### src/rtl/mem_pkg.sv
// Shared types and constants for the instruction/data RAM arbiter.
// The size decode folds the reserved encoding 3 onto a full word access.
package mem_pkg;

   localparam int unsigned WORD_W = 32;

   typedef enum logic [1:0] {
      SZ_B = 2'd0,
      SZ_H = 2'd1,
      SZ_W = 2'd2
   } size_e;

   typedef enum logic [1:0] {
      IDLE   = 2'd0,
      RMW_WR = 2'd1,
      RESP   = 2'd2
   } arb_state_e;

   typedef enum logic {
      PORT_IF = 1'b0,
      PORT_D  = 1'b1
   } port_e;

   function automatic size_e decode_size(input logic [1:0] sz);
      case (sz)
         2'd0:    return SZ_B;
         2'd1:    return SZ_H;
         default: return SZ_W;
      endcase
   endfunction

endpackage

### src/rtl/mem_arbiter_if.sv
// Core-side fetch/data ports and RAM-macro port of the arbiter, bundled.
// slave = arbiter side, master = core plus RAM side.
interface mem_arbiter_if #(
   parameter int unsigned ADDR_W = 8
);
   import mem_pkg::*;

   logic              if_req;
   logic [WORD_W-1:0] if_addr;
   logic              if_ready;
   logic [WORD_W-1:0] if_rdata;

   logic              d_req;
   logic              d_we;
   logic [WORD_W-1:0] d_addr;
   logic [1:0]        d_size;
   logic              d_unsigned;
   logic [WORD_W-1:0] d_wdata;
   logic              d_ready;
   logic [WORD_W-1:0] d_rdata;
   logic              d_err;

   logic [ADDR_W-1:0] ram_addr;
   logic              ram_re;
   logic              ram_we;
   logic [WORD_W-1:0] ram_wdata;
   logic [WORD_W-1:0] ram_rdata;

   modport slave (
      input  if_req, if_addr, d_req, d_we, d_addr, d_size, d_unsigned, d_wdata, ram_rdata,
      output if_ready, if_rdata, d_ready, d_rdata, d_err, ram_addr, ram_re, ram_we, ram_wdata
   );

   modport master (
      output if_req, if_addr, d_req, d_we, d_addr, d_size, d_unsigned, d_wdata, ram_rdata,
      input  if_ready, if_rdata, d_ready, d_rdata, d_err, ram_addr, ram_re, ram_we, ram_wdata
   );

endinterface

### src/rtl/mem_lane_fmt.sv
// Byte/half lane handling: load extract + extend, and sub-word store merge
// into the word read back from RAM. Purely combinational, little-endian lanes.
module mem_lane_fmt
   import mem_pkg::*;
(
   input  logic [WORD_W-1:0] rdata,
   input  logic [1:0]        byte_sel,
   input  size_e             size,
   input  logic              is_unsigned,
   input  logic [WORD_W-1:0] wdata,
   output logic [WORD_W-1:0] load_data_c,
   output logic [WORD_W-1:0] merge_data_c
);

   logic [4:0]  byte_sh;
   logic [4:0]  half_sh;
   logic [7:0]  load_b;
   logic [15:0] load_h;

   always_comb begin
      byte_sh      = {byte_sel, 3'b000};
      half_sh      = {byte_sel[1], 4'b0000};
      load_b       = 8'(rdata >> byte_sh);
      load_h       = 16'(rdata >> half_sh);
      load_data_c  = rdata;
      merge_data_c = wdata;
      case (size)
         SZ_B: begin
            load_data_c  = is_unsigned ? WORD_W'(load_b) : {{(WORD_W-8){load_b[7]}}, load_b};
            merge_data_c = (rdata & ~(WORD_W'(8'hFF) << byte_sh)) |
                           (WORD_W'(wdata[7:0]) << byte_sh);
         end
         SZ_H: begin
            load_data_c  = is_unsigned ? WORD_W'(load_h) : {{(WORD_W-16){load_h[15]}}, load_h};
            merge_data_c = (rdata & ~(WORD_W'(16'hFFFF) << half_sh)) |
                           (WORD_W'(wdata[15:0]) << half_sh);
         end
         default: begin
            load_data_c  = rdata;
            merge_data_c = wdata;
         end
      endcase
   end

endmodule

### src/rtl/mem_arbiter.sv
// Shares one single-port 32-bit RAM between instruction fetch and load/store,
// with round-robin (or data-first) arbitration and read-modify-write for SB/SH.
// Optional MEM_MISALIGN_TRAP_EN: misaligned data accesses skip the RAM and return d_err.
module mem_arbiter
   import mem_pkg::*;
#(
   parameter int unsigned ADDR_W = 8,
   parameter bit          RR     = 1'b1
) (
   input  logic         clk,
   input  logic         rst_n,
   mem_arbiter_if.slave bus
);

   arb_state_e        state_q, state_d;
   port_e             grant_q, grant_d;
   port_e             last_grant_q, last_grant_d;
   logic              err_q, err_d;

   port_e             pick_c;
   size_e             size_c;
   logic              misalign_c;
   logic              sub_store_c;
   logic [ADDR_W-1:0] if_waddr_c;
   logic [ADDR_W-1:0] d_waddr_c;
   logic [WORD_W-1:0] load_data_c;
   logic [WORD_W-1:0] merge_data_c;

   mem_lane_fmt u_lane_fmt (
      .rdata        (bus.ram_rdata),
      .byte_sel     (bus.d_addr[1:0]),
      .size         (size_c),
      .is_unsigned  (bus.d_unsigned),
      .wdata        (bus.d_wdata),
      .load_data_c  (load_data_c),
      .merge_data_c (merge_data_c)
   );

   // Request decode; word addresses wrap modulo the RAM depth.
   always_comb begin
      size_c      = decode_size(bus.d_size);
      sub_store_c = bus.d_we && (size_c != SZ_W);
      if_waddr_c  = ADDR_W'(bus.if_addr >> 2);
      d_waddr_c   = ADDR_W'(bus.d_addr >> 2);
      if (bus.if_req && bus.d_req) begin
         pick_c = (RR && (last_grant_q == PORT_D)) ? PORT_IF : PORT_D;
      end else if (bus.d_req) begin
         pick_c = PORT_D;
      end else begin
         pick_c = PORT_IF;
      end
   end

`ifdef MEM_MISALIGN_TRAP_EN
   assign misalign_c = ((size_c == SZ_H) && bus.d_addr[0]) ||
                       ((size_c == SZ_W) && (bus.d_addr[1:0] != 2'b00));
`else
   assign misalign_c = 1'b0;
`endif

   always_ff @(posedge clk) begin
      if (!rst_n) begin
         state_q      <= IDLE;
         grant_q      <= PORT_IF;
         last_grant_q <= PORT_D;
         err_q        <= 1'b0;
      end else begin
         state_q      <= state_d;
         grant_q      <= grant_d;
         last_grant_q <= last_grant_d;
         err_q        <= err_d;
      end
   end

   // Grants are only taken in IDLE; RESP always returns to IDLE.
   always_comb begin
      state_d      = state_q;
      grant_d      = grant_q;
      last_grant_d = last_grant_q;
      err_d        = err_q;
      unique case (state_q)
         IDLE: begin
            if (bus.if_req || bus.d_req) begin
               grant_d      = pick_c;
               last_grant_d = pick_c;
               err_d        = (pick_c == PORT_D) && misalign_c;
               if ((pick_c == PORT_D) && !misalign_c && sub_store_c) begin
                  state_d = RMW_WR;
               end else begin
                  state_d = RESP;
               end
            end
         end
         RMW_WR:  state_d = RESP;
         RESP:    state_d = IDLE;
         default: state_d = IDLE;
      endcase
   end

   // Outputs are held at zero while reset is asserted so an abandoned RMW never writes.
   always_comb begin
      bus.if_ready  = 1'b0;
      bus.if_rdata  = '0;
      bus.d_ready   = 1'b0;
      bus.d_rdata   = '0;
      bus.d_err     = 1'b0;
      bus.ram_addr  = '0;
      bus.ram_re    = 1'b0;
      bus.ram_we    = 1'b0;
      bus.ram_wdata = '0;
      if (rst_n) begin
         unique case (state_q)
            IDLE: begin
               if (bus.if_req || bus.d_req) begin
                  if (pick_c == PORT_IF) begin
                     bus.ram_addr = if_waddr_c;
                     bus.ram_re   = 1'b1;
                  end else if (!misalign_c) begin
                     bus.ram_addr = d_waddr_c;
                     if (bus.d_we && (size_c == SZ_W)) begin
                        bus.ram_we    = 1'b1;
                        bus.ram_wdata = bus.d_wdata;
                     end else begin
                        bus.ram_re = 1'b1;
                     end
                  end
               end
            end
            RMW_WR: begin
               bus.ram_addr  = d_waddr_c;
               bus.ram_we    = 1'b1;
               bus.ram_wdata = merge_data_c;
            end
            RESP: begin
               if (grant_q == PORT_IF) begin
                  bus.if_ready = 1'b1;
                  bus.if_rdata = bus.ram_rdata;
               end else begin
                  bus.d_ready = 1'b1;
                  bus.d_err   = err_q;
                  bus.d_rdata = (bus.d_we || err_q) ? '0 : load_data_c;
               end
            end
            default: ;
         endcase
      end
   end

endmodule

### src/flat_wrapper.sv
// flat-port wrapper written by rule: the top's interface ports become plain ports
module mem_arbiter_flat import mem_pkg::*;
#(
   parameter int unsigned ADDR_W = 8,
   parameter bit          RR     = 1'b1
)
  (clk, rst_n, bus_if_req, bus_if_addr, bus_d_req, bus_d_we, bus_d_addr, bus_d_size, bus_d_unsigned, bus_d_wdata, bus_ram_rdata, bus_if_ready, bus_if_rdata, bus_d_ready, bus_d_rdata, bus_d_err, bus_ram_addr, bus_ram_re, bus_ram_we, bus_ram_wdata);
  mem_arbiter_if #(.ADDR_W(ADDR_W)) bus_i ();
  input  logic clk;
  input  logic rst_n;
  input wire logic [$bits(bus_i.if_req)-1:0] bus_if_req;
  input wire logic [$bits(bus_i.if_addr)-1:0] bus_if_addr;
  input wire logic [$bits(bus_i.d_req)-1:0] bus_d_req;
  input wire logic [$bits(bus_i.d_we)-1:0] bus_d_we;
  input wire logic [$bits(bus_i.d_addr)-1:0] bus_d_addr;
  input wire logic [$bits(bus_i.d_size)-1:0] bus_d_size;
  input wire logic [$bits(bus_i.d_unsigned)-1:0] bus_d_unsigned;
  input wire logic [$bits(bus_i.d_wdata)-1:0] bus_d_wdata;
  input wire logic [$bits(bus_i.ram_rdata)-1:0] bus_ram_rdata;
  output wire logic [$bits(bus_i.if_ready)-1:0] bus_if_ready;
  output wire logic [$bits(bus_i.if_rdata)-1:0] bus_if_rdata;
  output wire logic [$bits(bus_i.d_ready)-1:0] bus_d_ready;
  output wire logic [$bits(bus_i.d_rdata)-1:0] bus_d_rdata;
  output wire logic [$bits(bus_i.d_err)-1:0] bus_d_err;
  output wire logic [$bits(bus_i.ram_addr)-1:0] bus_ram_addr;
  output wire logic [$bits(bus_i.ram_re)-1:0] bus_ram_re;
  output wire logic [$bits(bus_i.ram_we)-1:0] bus_ram_we;
  output wire logic [$bits(bus_i.ram_wdata)-1:0] bus_ram_wdata;
  assign bus_i.if_req = bus_if_req;
  assign bus_i.if_addr = bus_if_addr;
  assign bus_i.d_req = bus_d_req;
  assign bus_i.d_we = bus_d_we;
  assign bus_i.d_addr = bus_d_addr;
  assign bus_i.d_size = bus_d_size;
  assign bus_i.d_unsigned = bus_d_unsigned;
  assign bus_i.d_wdata = bus_d_wdata;
  assign bus_i.ram_rdata = bus_ram_rdata;
  assign bus_if_ready = bus_i.if_ready;
  assign bus_if_rdata = bus_i.if_rdata;
  assign bus_d_ready = bus_i.d_ready;
  assign bus_d_rdata = bus_i.d_rdata;
  assign bus_d_err = bus_i.d_err;
  assign bus_ram_addr = bus_i.ram_addr;
  assign bus_ram_re = bus_i.ram_re;
  assign bus_ram_we = bus_i.ram_we;
  assign bus_ram_wdata = bus_i.ram_wdata;
  mem_arbiter #(.ADDR_W(ADDR_W), .RR(RR)) u_core (.clk(clk), .rst_n(rst_n), .bus(bus_i));
endmodule
### config.mk
export PLATFORM = sky130hd
export DESIGN_NAME = mem_arbiter_flat
export DESIGN_NICKNAME = d
export VERILOG_FILES = /design/src/rtl/mem_pkg.sv /design/src/rtl/mem_arbiter_if.sv /design/src/rtl/mem_lane_fmt.sv /design/src/rtl/mem_arbiter.sv /design/src/flat_wrapper.sv
export SDC_FILE = /design/constraint.sdc
export NUM_CORES = 1
export LEC_CHECK = 0
export ABC_AREA = 1
export CAP_MARGIN = 15
export CORE_MARGIN = 1.5
export CORE_UTILIZATION = 33
export DETAILED_ROUTE_END_ITERATION = 10
export PLACE_DENSITY = 0.79
export SLEW_MARGIN = 20
export SYNTH_ARGS = -nofsm -noshare
export SYNTH_HDL_FRONTEND = slang
export SYNTH_HIERARCHICAL = 1
export SYNTH_SLANG_ARGS = --single-unit
export TNS_END_PERCENT = 1
### constraint.sdc
create_clock -name clk -period 1.85 [get_ports clk]
set_clock_uncertainty 0.1 [all_clocks]
set_input_delay 0.37 -clock clk [delete_from_list [all_inputs] [get_ports clk]]
set_output_delay 0.37 -clock clk [all_outputs]
set_load 0.01 [all_outputs]
### After elaboration in Yosys (flattened, before gate mapping)

Cells that the tools add are included.

| storage, ports and cells | value |
|---|---|
| register bits | 4 |
| latch bits | 0 |
| memory bits (writable) | 0 |
| ROM bits | 0 |
| input bits | 136 |
| output and inout bits | 109 |
| word-level logic and storage cells | 74 |
| memories kept | 0 |

| cells by class | value |
|---|---|
| $add $sub $neg | 0 |
| $mul | 0 |
| div/mod/pow operators | 0 |
| magnitude comparators | 0 |
| equality and inequality tests | 7 |
| shift operators | 6 |
| multiplexer cells | 43 |
| bitwise operators | 6 |
| reduce and logical (&&, ||, !) cells | 9 |

Operator list:

| cell | count |
|---|---|
| two-way mux 32 bit | 13 |
| case mux 32 bit (2 select lines) | 3 |
| bitwise AND 32 bit | 2 |
| NOT 32 bit | 2 |
| bitwise OR 32 bit | 2 |
| left shift 16 x 5 -> 32 bit | 1 |
| left shift 16 x 5 -> 32 bit (first input constant) | 1 |
| left shift 8 x 5 -> 32 bit | 1 |
| left shift 8 x 5 -> 32 bit (first input constant) | 1 |
| >> shifter 32 x 5 -> 16 bit | 1 |
| >> shifter 32 x 5 -> 8 bit | 1 |
| two-way mux 8 bit | 3 |
| two-way mux 1 bit | 18 |
| case mux 8 bit (2 select lines) | 1 |
| case mux 2 bit (2 select lines) | 2 |
| equality test 2 x 1 -> 1 bit (second input constant) | 3 |
| logical NOT 2 bit | 3 |
| equality test 2 bit (second input constant) | 2 |
| logical AND 1 bit | 4 |
| two-way mux 2 bit | 2 |
| != test 2 x 1 -> 1 bit (second input constant) | 1 |
| != test 2 bit (second input constant) | 1 |
| case mux 1 bit (2 select lines) | 1 |
| AND reduction 2 bit | 1 |
| logical OR 1 bit | 1 |

### Depth between registers and ports, before layout

Gate-level depths: netlist (run 1).

| logic depth | value |
|---|---|
| depth after elaboration | 9 |
| mapped depth | 12 |
| depth with buffers taken out | 11 |

### Modules after synthesis

Netlist (run 1), hierarchy kept.

Modules (own cells, without submodules):

| module | times used | cells each | area an instance (µm²) |
|---|---|---|---|
| mem_lane_fmt | 1 | 349 | 1,919.3 |
| mem_arbiter | 1 | 338 | 1,582.8 |

### Worst setup path after synthesis (run 1)

No wires, ideal clock.

| path | value |
|---|---|
| path kind | input-to-output |
| start | input bus_d_size[0] |
| end | output bus_ram_wdata[13] |
| arrival | 1.603 ns |
| required time | 1.380 ns |
| slack | -0.223 ns |
| stages on the path | 9 |
| cell sequence | inv_1 nor2_1 inv_2 o21ai_4 buf_4 nand2_1 nand4_1 nand2_1 a21oi_1 |

| on the way | value |
|---|---|
| elaborated cells on any way between the ends | 13 |
| those cells by class | 3 x eq/ne; 7 x mux; 3 x reduce/logical |

RTL lines:

| item | RTL line | source |
|---|---|---|
| start: declaration | flat_wrapper.sv:16 | `input wire logic [$bits(bus_i.d_size)-1:0] bus_d_size;` |
| equality test 2 x 1 -> 1 bit or logical NOT 2 bit (tied branches) | mem_pkg.sv:25 | `case (sz)` |
| case mux 2 bit (2 select lines) * | mem_pkg.sv:25 |  |
| net u_core.size_c[0] | mem_arbiter.sv:21 | `size_e size_c;` |
| equality test 2 x 1 -> 1 bit or logical NOT 2 bit (tied branches) | mem_lane_fmt.sv:27 | `case (size)` |
| case mux 32 bit (2 select lines) * | mem_lane_fmt.sv:27 |  |
| net u_core.merge_data_c[13] | mem_arbiter.sv:27 | `logic [WORD_W-1:0] merge_data_c;` |
| case mux 32 bit (2 select lines) * | mem_arbiter.sv:112 | `unique case (state_q)` |
| two-way mux 32 bit * | mem_arbiter.sv:111 | `if (rst_n) begin` |
| end: declaration | flat_wrapper.sv:28 | `output wire logic [$bits(bus_i.ram_wdata)-1:0] bus_ram_wdata;` |

The timed path passes the listed nets; every way through them passes the cells marked *.

### Worst setup path after layout (run 1)

| path | value |
|---|---|
| start | input bus_d_size[1] |
| end | output bus_d_rdata[15] |

| on the way | value |
|---|---|
| longest elaborated chain between the ends | 8 |
| elaborated cells on any way between the ends | 10 |
| those cells by class | 2 x eq/ne; 6 x mux; 2 x reduce/logical |

RTL lines:

| item | RTL line | source |
|---|---|---|
| equality test 2 x 1 -> 1 bit or logical NOT 2 bit (tied branches) | mem_pkg.sv:25 |  |
| case mux 2 bit (2 select lines) * | mem_pkg.sv:25 |  |
| equality test 2 x 1 -> 1 bit or logical NOT 2 bit (tied branches) | mem_lane_fmt.sv:27 |  |
| case mux 32 bit (2 select lines) * | mem_lane_fmt.sv:27 |  |
| net u_core.load_data_c[15] | mem_arbiter.sv:26 | `logic [WORD_W-1:0] load_data_c;` |
| two-way mux 32 bit * | mem_arbiter.sv:141 | `bus.d_rdata = (bus.d_we \|\| err_q) ? '0 : load_data_c;` |
| two-way mux 32 bit * | mem_arbiter.sv:135 | `if (grant_q == PORT_IF) begin` |
| two-way mux 32 bit * | mem_arbiter.sv:112 |  |
| two-way mux 32 bit * | mem_arbiter.sv:111 |  |
| end: declaration | flat_wrapper.sv:23 | `output wire logic [$bits(bus_i.d_rdata)-1:0] bus_d_rdata;` |

Marked as above.

==> summary.md, run 1 <==
| Metric | Value |
|---|---|
| Synthesized area per cell | `5.10 um^2` |
| Initial antenna violation count | `0` |
| Worst setup margin | `-0.280 ns` |
| CTS Buf Count | `3` |
| H-tree levels | `1` |
| P per Cell Area | `264 nW/um^2` |
| Combinational Power Share | `0.839` |
| Critical path peak fanout | `6` |
| Net Sw Frac | `0.481` |
| Vias in the first global route | `5,544` |
| Reg2reg end | `u_core/grant_q` |
| Total gr overflow | `0` |
| VDD IR max | `0.000351 V` |
| Die area | `11,200 um^2` |
| Die X | `106 um` |
| Worst stage delay on the critical path | `0.20 ns` |
| Largest net degree at the start of global routing | `46` |
| Clock-pin transition on the worst setup and hold timing paths | `0.03 ns` |
| Period minus WS final | `2.13 ns` |
| Starting Density | `0.339` |
| Area delta synth->final | `87.9%` |
| CP max stage cell | `nor2_4` |
| Sequential power share | `0.058` |
| DRT iter0 DRCs | `499` |
| Failing checks | `negative setup slack` |
| Fill cells | `968` |
| Arr. time, crit path | `1.66 ns` |
| Flops & latches, synth | `4` |
| CTS Hold Buffers Added | `0` |
| Post-Route Utilization | `0.637` |
| Mapped Area | `3500 um^2` |
| Cell taking the most area after synthesis | `nand2_1` |
| Final hold slack | `0.374 ns` |
| Fin nets | `1,103` |
| Num rows | `37` |
| DR vias | `5,765` |
| Synth cell types | `36` |
| Psw | `0.837 mW` |
| Post-synthesis mux area share | `0` |
| Routed wire length | `18,300 um` |
| Syn. warnings | `6` |
| Worst Hold Class | `flip-flop to flip-flop` |
| Inserted Diodes | `0` |
| R2R setup slack | `0.49 ns` |
| Final Hold Fails | `0` |
| Outcome | `finished, violations left` |
| Setup Crit Path Kind | `input pin to output port` |
| Post-detail-place hpwl | `12,800 um` |
| Final ANT Viol Nets | `0` |
| Max Clk Rate | `469 MHz` |
| Global-route wire length before repair | `28,500 um` |
| Slew Viols, Final | `0` |
| RSZ-0062 raised after global routing | `true` |
| Area share of the largest cell type after synthesis | `0.185` |
| Input/output buffers | `197` |
| Area contributors post-synth | `nand2_1 19%, inv_1 12%, nand3_1 9.6%` |
| Hold depth | `2` |
| Core area | `10,300 um^2` |
| Total track usage | `0.314` |
| Int Pwr | `0.903 mW` |
| WP data required | `1.38 ns` |
| TritonCTS clock tree | `built` |
| IO Pins | `245` |
| Clk_lat worst skew | `0.22 ns` |
| CP dominant cell by count | `nand2_8` |
| Layout cells sized above 1 | `0.463` |
| Synth Area in Compound Gates | `0.193` |
| Total power | `1.74 mW` |
| # clock sinks | `4` |
| Root Driver | `clkbuf_8` |
| Leakage | `3.53 nW` |
| Pre-Repair DR Iteration Count | `9` |
| Synth Instances | `687` |
| Die Ht | `106 um` |
| Largest family of logic cells by synthesized area | `simple AND/OR/NAND/NOR gates` |
| Clock power share | `0.103` |
| Placer Congestion | `1.01` |
| Crit-path cells | `buf_8, buf_6, nor2_4, nand2_2, inv_2, nand2_4, nand2_8, nand2_8, nand3_2, inv_1, nor2_1, buf_2` |
| DP Worst Slack | `-1.11 ns` |
| Post-synthesis net count | `823` |
| Worst Hold Launch | `u_core/last_grant_q` |
| Adder-cell share of the synthesized area | `0` |
| Post-synthesis xor/xnor area fraction | `0` |
| Post-Synth Simple-Gate Area | `0.552` |
| RR Startpoint | `u_core/state_q[1]` |
| Remaining DRCs | `0` |
| WL/cell | `16.6 um` |
| TNS Setup | `-14.44 ns` |
| Crit. End Element | `output port` |
| Via density per instance | `5.24` |
| Hold EP | `u_core/last_grant_q` |
| Period utilisation layout | `1.15` |
| # setup viols final | `75` |
| R2R cell count | `9` |
| Register area share after synthesis | `0.0229` |
| Max-cap viol count | `0` |
| CTS Buffer Depth | `2` |
| Crit start category | `input pin` |
## cells in the final DEF (no fill, tap or decap), drive strengths merged, types with 12 or more instances in the layout
cell type and count:
buf 230, nand2 197, inv 130, nand3 97, nor2 91, clkdlybuf4s50 52, a21oi 51, o21ai 37
dlygate4sd2 27, o22ai 12, o211ai 12
## flip-flops by register name (all words and copies together), names as in the netlist
signal,count
u_core/grant_q,1
u_core/last_grant_q,1
u_core/state_q,2
## worst max path at each step
| stage | start | to | slack (ns) | cells after the start |
|---|---|---|---|---|
| after floorplan | bus_d_size[1] | bus_d_rdata[10] | -0.02 | 12 |
| after global placement | bus_d_size[1] | bus_d_rdata[2] | -1.09 | 10 |
| after detailed placement | bus_d_size[1] | bus_d_rdata[2] | -1.11 | 10 |
| after CTS | bus_d_size[1] | bus_d_rdata[9] | -0.27 | 12 |
| after global routing | bus_d_size[1] | bus_d_rdata[28] | -0.33 | 12 |
| final | bus_d_size[1] | bus_d_rdata[15] | -0.28 | 12 |
## worst max-delay path: cells and delay by family
kind                   cells  cell delay, ns
buffers and inverters      5            0.51
AND/OR/NAND/NOR            7            0.76
## cell type report
cell class	instances	area, um^2	share of cell area
flip-flops and latches	4	82.6	0.0125
inverters	130	517	0.0785
multi-input cells	512	3110	0.473
repair inverters	1	8.76	0.00133
repair buffers	315	2650	0.402
well taps	136	170	0.0259
clock buffers	3	41.3	0.00627
## metal layers
| metal | track usage | vias up | wire, um |
|---|---|---|---|
| met5 | 0 | - | 0 |
| met4 | 0.123 | 0 | 702 |
| li1 | - | 2717 | - |
| met1 | 0.405 | 2650 | 7440 |
| met3 | 0.0392 | 59 | 1630 |
| met2 | 0.529 | 339 | 8490 |
## synth_stat cells (all sizes together)
cell	instances
nand2	193
inv	130
nand3	97
nor2	91
a21oi	51
o21ai	36
buf	31
clkbuf	15
o211ai	12
o22ai	12
nand3b	7
dfxtp	4
nand4	4
a22oi	1
conb	1
nor3	1
nor4	1
## through the flow
step           instances  instance area (um^2)
2_1_floorplan        687                  3610
3_3_place_gp        1066                  6240
3_5_place_dp        1066                  6240
4_1_cts             1100                  6420
5_1_grt             1101                  6580
6_report            1101                  6580
## power by group through the flow
stage | sequential (mW) | clock (mW) | combinational [mW]
2_1_floorplan | 0.0995 | 0 | 0.633
3_3_place_gp | 0.101 | 0 | 1.25
3_5_place_dp | 0.101 | 0 | 1.25
4_1_cts | 0.100 | 0.185 | 1.39
5_1_grt | 0.102 | 0.192 | 1.56
6_report | 0.101 | 0.180 | 1.46
## timing repair
action	4_1_cts	5_1_grt
endpoints found under the setup margin	108	106
buffers inserted	18	1
gates cloned	13	0
resized for setup	598	49
pin swaps	71	23
## cells by family (layout without fill, tap and decap cells)
kind of cell,after synthesis,count (layout)
DFF,4,4
and+or+nand+nor,394,398
AOI/OAI and AO/OA,112,113
other,1,1
buffers and inverters,176,449
No activity file was read; power rests on OpenSTA's default activity.
==> inputs of run 2 (changes only) <==
--- a/config.mk
+++ b/config.mk
@@ -10,6 +10,7 @@
 export CORE_MARGIN = 1.5
 export CORE_UTILIZATION = 33
 export DETAILED_ROUTE_END_ITERATION = 10
+export GPL_TIMING_DRIVEN = 0
 export PLACE_DENSITY = 0.79
 export SLEW_MARGIN = 20
 export SYNTH_ARGS = -nofsm -noshare
==> summary.md, run 2 (synthesis gave the netlist of run 1 again) <==
| Metric | Value |
|---|---|
| Placed Instance Area | `5730 um^2` |
| Largest Register | `u_core/state_q` |
| Worst stage delay on the critical path | `0.16 ns` |
| Slew Viols, Final | `0` |
| Max Clk Rate | `448 MHz` |
| Final Hold Fails | `0` |
| Placer Congestion | `1.01` |
| Post-Route Utilization | `0.562` |
| Starting Density | `0.339` |
| Core area | `10,300 um^2` |
| Input/output buffers | `194` |
| Total gr overflow | `0` |
| Max-cap viol count | `0` |
| Layout cells sized above 1 | `0.370` |
| Commonest non-fill, non-tap cell in the layout | `nand2_1` |
| WP data required | `1.38 ns` |
| CP dominant cell by count | `buf_8` |
| Clk_lat worst skew | `0.22 ns` |
| Total track usage | `0.279` |
| Vias in the first global route | `5,021` |
| TNS Setup | `-19.08 ns` |
| Final ANT Viol Nets | `0` |
| Buf+Inv Stages, Crit Path | `8` |
| H-tree levels | `1` |
| Initial antenna violation count | `0` |
| Max FFs per register | `2` |
| Period utilisation layout | `1.21` |
| CP max stage cell | `o211ai_2` |
| Routed wire length | `16,700 um` |
| Total power | `1.52 mW` |
| Area delta synth->final | `65.7%` |
| CTS Buf Count | `3` |
| WL/cell | `15.9 um` |
| RSZ-0062 raised after global routing | `true` |
| Int Pwr | `0.769 mW` |
| Most frequent cells in the layout | `166 x nand2_1, 101 x inv_1, 81 x buf_2` |
| VDD IR max | `0.000279 V` |
| DR vias | `5,375` |
| CTS Buffer Depth | `2` |
| Worst setup margin | `-0.384 ns` |
| IO Pins | `245` |
| Fill cells | `1,111` |
| Pre-Repair DR Iteration Count | `5` |
| Placed Instances | `1,017` |
| Leakage | `3.17 nW` |
| Net Sw Frac | `0.495` |
| Crit start category | `input pin` |
| Die X | `106 um` |
| Final hold slack | `0.379 ns` |
| Final instance area | `5800 um^2` |
| Clock power share | `0.119` |
| Period minus WS final | `2.23 ns` |
| Via density per instance | `5.13` |
| TritonCTS clock tree | `built` |
| Num rows | `37` |
| CP delay by family, top | `buffers and inverters` |
| FF/Latch Area | `81.3 um^2` |
| Failing checks | `negative setup slack` |
| Post-detail-place hpwl | `12,500 um` |
| Inserted Diodes | `0` |
| Top Registers | `u_core/state_q x2, u_core/grant_q x1, u_core/last_grant_q x1` |
| Crit. End Element | `output port` |
| Non-Filler Instances | `1,047` |
| Worst Hold Class | `flip-flop to flip-flop` |
| Combinational Power Share | `0.815` |
| # setup viols final | `74` |
| Arr. time, crit path | `1.76 ns` |
| P per Cell Area | `263 nW/um^2` |
| Root Driver | `clkbuf_8` |
| Sequential power share | `0.066` |
| DP Worst Slack | `-1.38 ns` |
| Setup Crit Path Kind | `input pin to output port` |
| Die Ht | `106 um` |
| Clock-pin transition on the worst setup and hold timing paths | `0.03 ns` |
| Fin nets | `1,049` |
| Die area | `11,200 um^2` |
| Area occupied by multi-input gates | `2860 um^2` |
| DRT iter0 DRCs | `478` |
| Global-route wire length before repair | `25,500 um` |
| Outcome | `finished, violations left` |
| Crit-path cells | `buf_8, buf_6, buf_8, nor2_4, buf_6, nand2_4, nand2_8, buf_8, buf_4, o211ai_2, inv_1, nor2_1, buf_2` |
| Psw | `0.755 mW` |
| Largest net degree at the start of global routing | `11` |
| Remaining DRCs | `0` |
| Critical path peak fanout | `7` |
| # clock sinks | `4` |
## run 2: cell count changes in the layout (fill, tap and decap cells not counted), sizes merged
cell / before / now
buf: 230 / 136
clkbuf: 3 / 42
dlygate4sd2: 27 / 34
nand2: 197 / 194
dlymetal6s2s: 3 / 1
clkdlybuf4s50: 52 / 53
clkinvlp: 1 / 0
o21ai: 37 / 36
## run 2: layer usage
layer | global-route usage | vias to the layer above | share of wire
li1 | - | 2602 | -
met1 | 0.375 | 2463 | 0.43
met2 | 0.476 | 280 | 0.47
met3 | 0.0325 | 30 | 0.079
met4 | 0.0666 | 0 | 0.019
met5 | 0 | - | 0
## run 2: path summary, 6_finish.rpt
path,start,endpoint,slack [ns],depth (start not counted)
worst max-delay path,bus_d_size[1],bus_d_rdata[2],-0.38,13
worst min-delay path,u_core/grant_q,u_core/grant_q,0.38,2
worst max register to register,u_core/last_grant_q,u_core/state_q[1],0.63,5
worst min register to register,u_core/grant_q,u_core/grant_q,0.38,2
## run 2: layout make-up
type,instances,area share
flip-flops and latches,4,0.0140
plain buffers,46,0.0755
well taps,136,0.0293
multi-input cells,508,0.494
repair buffers,220,0.293
inverters,130,0.0876
clock buffers,3,0.00712
## run 2: worst reg2reg max path, cell delays in order, from the launching register on
cell and delay (ns):
dfxtp_1 0.32, nand2_4 0.10, nand2_2 0.08, buf_4 0.18, o21ai_0 0.22, a21oi_1 0.09
## run 2: what timing repair did
item,4_1_cts,5_1_grt
pin swaps,34,18
gates resized for setup,479,68
hold buffers,0,0
setup endpoints to repair,108,106
cloned,4,0
buffers inserted,20,3
## run 2: power groups by stage
stage          clock network, mW  registers, mW  logic, mW
4_1_cts                    0.182          0.101       1.20
3_5_place_dp                   0          0.101       1.13
6_report                   0.181          0.101       1.24
3_3_place_gp                   0          0.100       1.13
2_1_floorplan                  0         0.0995      0.633
5_1_grt                    0.192          0.102       1.34
==> inputs of run 3 (changes only) <==
==> constraint.sdc (replaced) <==
create_clock -name clk -period 1.85 [get_ports clk]
set_clock_uncertainty 0.1 [all_clocks]
set_input_delay 0.555 -clock clk [delete_from_list [all_inputs] [get_ports clk]]
set_output_delay 0.555 -clock clk [all_outputs]
set_load 0.01 [all_outputs]
==> summary.md, run 3 (synthesis gave the netlist of run 1 again) <==
| Metric | Value |
|---|---|
| Layout cells sized above 1 | `0.391` |
| DR vias | `5,413` |
| Max Clk Rate | `384 MHz` |
| CTS Buffer Depth | `2` |
| CTS Hold Buffers Added | `0` |
| Crit. End Element | `output port` |
| Total power | `1.55 mW` |
| Die X | `106 um` |
| VDD IR max | `0.000347 V` |
| Fin nets | `1,053` |
| R2R cell count | `7` |
| Clock-pin transition on the worst setup and hold timing paths | `0.03 ns` |
| Setup Crit Path Kind | `input pin to output port` |
| # clock sinks | `4` |
| Placed Instances | `1,017` |
| Final ANT Viol Nets | `0` |
| RSZ-0062 raised after global routing | `true` |
| Placer Congestion | `1.01` |
| P per Cell Area | `262 nW/um^2` |
| Arr. time, crit path | `1.95 ns` |
| Initial antenna violation count | `0` |
| Core area | `10,300 um^2` |
| Clk_lat worst skew | `0.22 ns` |
| Combinational Power Share | `0.810` |
| Crit start category | `input pin` |
| Via density per instance | `5.15` |
| Root Driver | `clkbuf_8` |
| Starting Density | `0.339` |
| DP Worst Slack | `-1.77 ns` |
| Die Ht | `106 um` |
| Int Pwr | `0.782 mW` |
| DRT iter0 DRCs | `373` |
| Psw | `0.773 mW` |
| Vias in the first global route | `5,081` |
| Inserted Diodes | `0` |
| Die area | `11,200 um^2` |
| Post-Route Utilization | `0.574` |
| Top Registers | `u_core/state_q x2, u_core/grant_q x1, u_core/last_grant_q x1` |
| Max-cap viol count | `0` |
| Worst Hold Class | `flip-flop to flip-flop` |
| # setup viols final | `106` |
| Outcome | `finished, violations left` |
| Area delta synth->final | `69.1%` |
| Final Hold Fails | `0` |
| Period minus WS final | `2.60 ns` |
| R2R setup slack | `0.67 ns` |
| H-tree levels | `1` |
| TritonCTS clock tree | `built` |
| Pre-Repair DR Iteration Count | `5` |
| Routed wire length | `16,600 um` |
| Fill cells | `1,091` |
| Final instance area | `5920 um^2` |
| CTS Buf Count | `3` |
| Placed Instance Area | `5780 um^2` |
| Largest net degree at the start of global routing | `11` |
| Num rows | `37` |
| Global-route wire length before repair | `26,100 um` |
| Net Sw Frac | `0.497` |
| CP Capture Point | `bus_d_rdata[6]` |
| Failing checks | `negative setup slack` |
| Rel. slew slack | `0.512` |
| Total gr overflow | `0` |
| Commonest non-fill, non-tap cell in the layout | `nand2_1` |
| Post-detail-place hpwl | `12,600 um` |
| Worst setup margin | `-0.752 ns` |
| Total track usage | `0.288` |
| WP data required | `1.19 ns` |
| WL/cell | `15.8 um` |
| Worst-Margin Slew | `0.732 ns` |
| Period utilisation layout | `1.41` |
| Input/output buffers | `194` |
| Remaining DRCs | `0` |
| Sequential power share | `0.066` |
| Clock power share | `0.124` |
| Max FFs per register | `2` |
| Largest Register | `u_core/state_q` |
| Slew Viols, Final | `0` |
| Most frequent cells in the layout | `161 x nand2_1, 112 x inv_1, 111 x buf_2` |
| IO Pins | `245` |
| RR Startpoint | `u_core/state_q[1]` |
| Reg2reg end | `u_core/grant_q` |
| Non-Filler Instances | `1,051` |
| Critical path peak fanout | `8` |
| Leakage | `3.21 nW` |
| Setup crit start | `bus_d_size[1]` |
==> run 3: stage by stage <==
step           TNS [ns]  hold slack (ns)
2_1_floorplan    -24.29            0.347
3_3_place_gp    -160.02            0.369
3_5_place_dp    -161.38            0.374
4_1_cts          -47.09            0.382
5_1_grt          -53.46            0.421
6_report         -46.38            0.396
==> run 3: area by class of cell <==
class                      count  area (um^2)  share of cell area
buffer                        46          453              0.0765
inverter                     130          520              0.0879
multi-input combinational    509         2940               0.496
clock buffer                   3         41.3             0.00697
timing repair buffer         223         1720               0.290
sequential                     4         86.3              0.0146
tap                          136          170              0.0287
==> run 3: metal layers <==
metal | track usage | wire length [um] | vias up
met2 | 0.498 | 7840 | 257
met3 | 0.0441 | 1380 | 33
met5 | 0 | 0 | -
met1 | 0.373 | 7000 | 2512
li1 | - | - | 2611
met4 | 0.0676 | 367 | 0
==> run 3: power by group through the flow <==
stage	Sequential, mW	Combinational (mW)	Clock, mW
after floorplan	0.0995	0.640	0
after global placement	0.101	1.14	0
after detailed placement	0.101	1.14	0
after CTS	0.101	1.22	0.192
after global routing	0.103	1.36	0.199
final	0.102	1.26	0.192
==> run 3: worst min-delay path by stage <==
stage                             start             endpoint  slack [ns]  cells past startpoint
floorplan           u_core/last_grant_q  u_core/last_grant_q        0.35                      2
global placement    u_core/last_grant_q  u_core/last_grant_q        0.37                      2
detailed placement  u_core/last_grant_q  u_core/last_grant_q        0.37                      2
CTS                      u_core/grant_q       u_core/grant_q        0.38                      2
global route             u_core/grant_q       u_core/grant_q        0.42                      2
finish                   u_core/grant_q       u_core/grant_q        0.40                      2
==> run 3: worst max-delay path, cell delays in order <==
cell and delay, ns:
buf_8 0.09, clkbuf_1 0.10, buf_6 0.15, nor2_4 0.05
buf_8 0.14, nand2_4 0.08, nand2_8 0.08, buf_12 0.15
buf_8 0.12, o211ai_2 0.13, inv_1 0.07, nor2_2 0.08
buf_2 0.13
==> run 3: what timing repair did <==
action                     in CTS  in global routing
pin swaps                      42                 14
cloned                          6                  0
setup endpoints to repair     108                108
buffers inserted               24                  1
hold endpoints to repair        0                  0
resized for setup             582                 38
